===== src/rtl/inst_fetch.sv =====
// Instruction-fetch unit: owns the PC and assembles each 32-bit instruction from
// four byte reads over the shared 8-bit memory port, stalling the pipeline until complete.
module inst_fetch (
  input  logic        clk,
  input  logic        rst,
  input  logic [5:0]  stall,
  input  logic        branch_flag_i,
  input  logic [31:0] branch_target_i,
  input  logic        mem_grant_i,
  input  logic [7:0]  mem_data_i,
  output logic        mem_req_o,
  output logic [31:0] mem_addr_o,
  output logic [31:0] if_pc_o,
  output logic [31:0] if_inst_o,
  output logic        stallreq_o
);

  localparam int unsigned ADDR_W = 32;
  localparam int unsigned INST_W = 32;
  localparam int unsigned CNT_W  = 3;
  localparam int unsigned IDX_W  = 2;
  localparam int unsigned BYTES  = 4;

  logic [ADDR_W-1:0] pc,       pc_n;
  logic [CNT_W-1:0]  iss_cnt,  iss_cnt_n;
  logic [CNT_W-1:0]  cap_cnt,  cap_cnt_n;
  logic              rd_valid, rd_valid_n;
  logic [IDX_W-1:0]  rd_idx,   rd_idx_n;
  logic [INST_W-1:0] inst_buf, inst_buf_n;

  logic done;
  logic issue;

  // Only stall[0] matters to IF; the upper bits are folded into a sink.
  logic unused_stall_hi;
  assign unused_stall_hi = ^stall[5:1];

  assign done       = (cap_cnt == CNT_W'(BYTES));
  assign mem_req_o  = (iss_cnt < CNT_W'(BYTES));
  assign mem_addr_o = pc + ADDR_W'(iss_cnt);
  assign issue      = mem_req_o && mem_grant_i;
  assign if_pc_o    = pc;
  assign if_inst_o  = done ? inst_buf : '0;
  assign stallreq_o = !done;

  // State register
  always_ff @(posedge clk) begin
    if (rst) begin
      pc       <= '0;
      iss_cnt  <= '0;
      cap_cnt  <= '0;
      rd_valid <= 1'b0;
      rd_idx   <= '0;
      inst_buf <= '0;
    end else begin
      pc       <= pc_n;
      iss_cnt  <= iss_cnt_n;
      cap_cnt  <= cap_cnt_n;
      rd_valid <= rd_valid_n;
      rd_idx   <= rd_idx_n;
      inst_buf <= inst_buf_n;
    end
  end

  // Next state: redirect > advance/hold > issue/capture
  always_comb begin
    pc_n       = pc;
    iss_cnt_n  = iss_cnt;
    cap_cnt_n  = cap_cnt;
    rd_valid_n = rd_valid;
    rd_idx_n   = rd_idx;
    inst_buf_n = inst_buf;

    if (branch_flag_i) begin
      pc_n       = branch_target_i;
      iss_cnt_n  = '0;
      cap_cnt_n  = '0;
      rd_valid_n = 1'b0;
      inst_buf_n = '0;
    end else if (done) begin
      if (!stall[0]) begin
        pc_n       = pc + ADDR_W'(BYTES);
        iss_cnt_n  = '0;
        cap_cnt_n  = '0;
        rd_valid_n = 1'b0;
        inst_buf_n = '0;
      end
    end else begin
      // stall[0] is ignored while incomplete, else IF would wait on its own stallreq
      if (issue) begin
        iss_cnt_n  = iss_cnt + CNT_W'(1);
        rd_valid_n = 1'b1;
        rd_idx_n   = iss_cnt[IDX_W-1:0];
      end else begin
        rd_valid_n = 1'b0;
      end
      if (rd_valid) begin
        inst_buf_n[{rd_idx, 3'b000} +: 8] = mem_data_i;
        cap_cnt_n = cap_cnt + CNT_W'(1);
      end
    end
  end

endmodule

===== config.mk =====
export PLATFORM = sky130hd
export DESIGN_NAME = inst_fetch
export DESIGN_NICKNAME = d
export VERILOG_FILES = /design/src/rtl/inst_fetch.sv
export SDC_FILE = /design/constraint.sdc
export NUM_CORES = 1
export LEC_CHECK = 0
export CORE_ASPECT_RATIO = 1.4
export CORE_MARGIN = 2
export CORE_UTILIZATION = 30
export DETAILED_ROUTE_END_ITERATION = 12
export GPL_ROUTABILITY_DRIVEN = 0
export PLACE_DENSITY_LB_ADDON = 0.05
export SLEW_MARGIN = 20
export SYNTH_ARGS = -nofsm -noshare
export SYNTH_HDL_FRONTEND = slang
export SYNTH_SLANG_ARGS = --single-unit

===== constraint.sdc =====
create_clock -name clk -period 3.25 [get_ports clk]
set_input_delay 0.65 -clock clk [delete_from_list [all_inputs] [get_ports clk]]
set_output_delay 0.65 -clock clk [all_outputs]
set_load 0.05 [all_outputs]

## After elaboration in Yosys (flattened, before gate mapping)

Cells that the tools add are included.

| operators by class | value |
|---|---|
| $add $sub $neg | 5 |
| magnitude comparators | 1 |
| equal/unequal tests | 3 |
| shifts and indexed selects | 2 |
| multiplexer cells | 16 |
| bitwise operators | 2 |
| reductions and logical operators | 10 |

Operators by type and width:

| cell | number |
|---|---|
| two-way mux 32 bit | 7 |
| adder 32 x 3 -> 32 bit | 1 |
| adder 32 x 3 -> 32 bit (second input constant) | 1 |
| bitwise mux 32 bit | 1 |
| variable shift 8 x 7 -> 32 bit (first input constant) | 1 |
| variable part select 8 x 7 -> 32 bit | 1 |
| two-way mux 3 bit | 5 |
| negator 5 -> 7 bit | 1 |
| adder 3 x 1 -> 3 bit (second input constant) | 2 |
| AND reduction 2 bit | 3 |
| nonzero test 2 bit | 3 |
| == test 3 bit (second input constant) | 1 |
| < comparator 3 bit (second input constant) | 1 |
| two-way mux 1 bit | 3 |
| AND reduction 3 bit | 1 |
| inequality test 2 x 1 -> 1 bit (second input constant) | 1 |
| inequality test 2 bit (second input constant) | 1 |
| NOT 1 bit | 2 |
| OR reduction 2 bit | 1 |
| logical AND 1 bit | 1 |
| logical NOT 1 bit | 1 |

| word-level totals | value |
|---|---|
| register bits | 73 |
| bits of input ports | 50 |
| logic and storage cells | 45 |

## Depth between registers and ports, before layout

| logic depth | value |
|---|---|
| depth in word-level cells | 5 |
| mapped depth | 9 |
| mapped depth without buffers | 8 |

## Worst setup path after synthesis

OpenSTA, ideal clock, no wires.

| timing path | value |
|---|---|
| path type | reg2out |
| start point | register pc[0], in the netlist if_pc_o[0] |
| end point | output mem_addr_o[26] |
| data arrival time | 2.646 ns |
| required time | 2.600 ns |
| slack | -0.046 ns |
| cell stages (with the launch flop) | 8 |
| cell sequence | dfxtp_1 > ha_1 > fa_1 > a21o_1 > nand2_1 > nor4_2 > nand2_1 > xnor2_1 |

| on the way | value |
|---|---|
| longest elaborated chain between the ends | 1 |

Ends and longest elaborated chain:

| element | RTL line | source |
|---|---|---|
| from (decl) | 24 | `logic [ADDR_W-1:0] pc, pc_n;` |
| from (signal assigned) | 56 | `pc <= pc_n;` |
| adder 32 x 3 -> 32 bit | 40 | `assign mem_addr_o = pc + ADDR_W'(iss_cnt);` |
| to (decl) | 12 | `output logic [31:0] mem_addr_o,` |

Every way passes these cells.

## Final worst setup path

| timing path | value |
|---|---|
| start point | register pc[1], in the netlist if_pc_o[1] |
| end point | output mem_addr_o[3] |

Same word-level chain as after synthesis.

==> summary.txt <==
Outcome
  – Status: finished, final reports clean

Yosys
  – Cell count after synthesis: 542
  – Proportion of netlist area held by the largest area contributor: 0.340
  – Main synth FF type: dfxtp_1
  – Count of flip-flops with a built-in enable after synthesis: 0
  – Area of the mapped netlist: 0.00429 mm2
  – Synth area leaders: dfxtp_1, xor2_1, and3_1, nand2_1, nor2_1
  – Proportion of register bits with asynchronous set or reset after synthesis: 0
  – Most frequently used cell type in the post-synthesis netlist: dfxtp_1
  – Synthesized Nets: 605
  – Sequential share of the synthesized area: 0.340
  – Syn avg cell area: 7.92 um2
  – Largest area contributor in the synthesized netlist: dfxtp_1
  – Yosys cell types: 44
  – Warning count from the yosys run: 0
  – Synthesized flop and latch total: 73
  – List of most frequent post-synthesis cells: dfxtp_1, nand2_1, nor2_1

Power
  – Post-route total power: 2680 uW
  – PD cells: 409 mW/mm2
  – Peak VDD IR: 0.265 mV
  – Static Leakage: 0.00273 uW

Timing
  – Final number of hold-violating endpoints: 0
  – Worst Hold Slack: 0.445 ns
  – Final cycle utilization of the critical path: 0.948
  – Aggregate negative setup slack: 0 ns
  – Time the final worst path needs with I/O delays and setup: 3.08 ns
  – Worst-margin pin slew: 0.901 ns
  – Setup repair after global routing missed its margin: false
  – Remaining max-slew budget at the tightest pin: 0.399
  – Fmax: 0.325 GHz
  – Setup clock skew after layout: 0.00641 ns
  – Number of setup violations in the final report: 0
  – Pins Over Slew Limit: 0

Placement
  – Number of input and output port buffers inserted: 142
  – Total placed instance area: 0.00617 mm2
  – Detail Placement HPWL: 11300 um

Setup path
  – Critical path required time: 2.60 ns
  – Crit-path max FO: 4
  – Dominant delay contributor by cell family on the critical path: buffers and inverters
  – Cell with the largest stage delay on the worst path: clkdlybuf4s50_1
  – Worst-path cell chain: ha_1 > a21o_1 > a21oi_1 > xnor2_1 > clkdlybuf4s50_1
  – WP data arrival: 2.43 ns
  – CP Capture Type: output pin
  – Kind of critical path: reg -> out
  – Flop2flop setup slack: 0.77 ns
  – Worst setup SP type: flop
  – Largest stage delay on the critical path: 0.86 ns
  – Number of buffers and inverters on the critical path: 1

Clock tree
  – Total CTS buffers: 9
  – CTS Root Buffer Type: clkbuf_16
  – Clock latency at the later pin of the worst-skew pair: 0.34 ns
  – Deepest level of the CTS H-tree: 3
  – Clock input transition at the sequential cells of the worst setup and hold paths: 0.06 ns
  – Number of buffers on the longest clock path: 2
  – CTS tree: built
  – Clock net sink count: 73

Layout
  – Area of all placed cells without fillers: 0.00656 mm2
  – Layout cell share with drive strength beyond 1: 0.146
  – Number of antenna diodes: 0
  – Growth of design area from synthesis to finish: 52.7%
  – Nets: 748
  – Final core utilization: 0.469

Die
  – Top-Level Pins: 148
  – Initial core utilization: 0.307
  – Number of standard-cell rows in the floorplan: 51
  – Die extent in y: 146 um
  – Core area: 0.0140 mm2
  – Die width: 105 um
  – DIE AREA: 0.0153 mm2

Min path
  – HP Class: reg -> reg

Route
  – Sum of routed wire length over all layers: 15100 um
  – Routed vias: 4430
  – Iteration-0 DRC Markers: 132
  – Count of TritonRoute iterations in the first routing pass: 4
  – Detailed-route DRC error count: 0
  – Average vias per placed instance: 5.06
  – Final antenna-violating net count: 0
  – Drt wl/cell: 17.3 um

GRT
  – Residual overflow from global routing: 0
  – Wire length of the first global-routing pass: 23800 um
  – Maximum number of pins on one net before global-route repair: 48
  – Antenna violations before repair: 0
  – GRT Overall Usage: 0.195
  – Number of global-route vias before repair: 4549

Run
  – Maximum capacitance violations: 0
==> through the flow <==
stage          cells  setup WS (ns)
2_1_floorplan    542        0.00891
3_3_place_gp     857          0.346
3_5_place_dp     857          0.297
4_1_cts          873       0.000564
5_1_grt          875         0.0640
6_report         875          0.169
==> area by class of cell <==
class / count / area (um2)
multi-input combinational: 419 / 2700
clock inverter: 5 / 103
fill: 1379 / 7420
sequential: 73 / 1460
timing repair buffer: 171 / 1780
clock buffer: 11 / 243
tap: 185 / 231
inverter: 11 / 41.3
==> routing by layer <==
metal,track usage,wire (um),vias to the layer above,part of all wire
met5,0,0,-,0
met4,0.0767,393,0,0.026
met3,0.0372,656,26,0.043
met2,0.364,8010,132,0.53
met1,0.214,6040,2093,0.40
li1,-,-,2179,-
==> final timing paths <==
path,endpoint,start,cells after the start
setup reg to reg,if_pc_o[28]$_SDFFE_PP0P_,cap_cnt[2]$_SDFFE_PP0P_,5
hold / removal,inst_buf[4]$_SDFFE_PP0P_,inst_buf[4]$_SDFFE_PP0P_,2
hold reg to reg,inst_buf[4]$_SDFFE_PP0P_,inst_buf[4]$_SDFFE_PP0P_,2
setup / recovery,mem_addr_o[3],if_pc_o[1]$_SDFFE_PP0P_,5
==> kinds of logic (layout without fill, tap and decap cells) <==
group | count (synthesis) | after routing | synth area share
compound gates | 81 | 81 | 0.124
buf+inv | 50 | 198 | 0.0487
simple gates | 260 | 260 | 0.313
xor+xnor | 58 | 58 | 0.118
mux | 7 | 7 | 0.0163
fa+ha+maj | 13 | 13 | 0.0396
flops | 73 | 73 | 0.340
==> power by group <==
part | switching (uW) | internal (uW)
Sequential | 41.2 | 924
Combinational | 323 | 221
Clock | 404 | 770
==> state kept, by name (all words and copies together), names as in the netlist <==
| signal | flops |
|---|---|
| if_pc_o | 32 |
| inst_buf | 32 |
| cap_cnt | 3 |
| iss_cnt | 3 |
| rd_idx | 2 |
| rd_valid | 1 |
==> worst reg2reg max path, delay by kind of cell (launching register included) <==
family	cells	cell delay, ns
and+or+nand+nor	3	1.12
DFF	1	0.90
AOI/OAI and AO/OA	1	0.22
xor gates and xnor gates	1	0.17
==> placed cells by master, fill, tap and decap left out, types with 2 or more instances in the layout <==
cell type and instances:
a211oi_1 17, a21o_1 2, a21oi_1 32, a21oi_2 2, a22oi_1 18, and2_1 3
and3_1 44, and4_1 3, buf_12 18, buf_4 46, bufinv_16 3, clkbuf_16 9
clkdlybuf4s50_1 103, dfxtp_1 73, dlymetal6s2s_1 3, ha_1 12, inv_1 11, mux2i_1 7
nand2_1 67, nand3_1 31, nand3b_1 2, nand4_1 19, nand4b_1 2, nor2_1 63
nor3_1 7, nor4_1 4, nor4_2 2, nor4_4 2, o21ai_0 4, or2_2 2
xnor2_1 17, xnor2_2 7, xor2_1 34
==> timing repair <==
item,4_1_cts,5_1_grt
hold buffers,0,0
gates resized for setup,2,6
setup endpoints to repair,5,8
buffers inserted,0,2
pin swaps,0,1
Note: power is estimated with default switching activity, not from simulation.
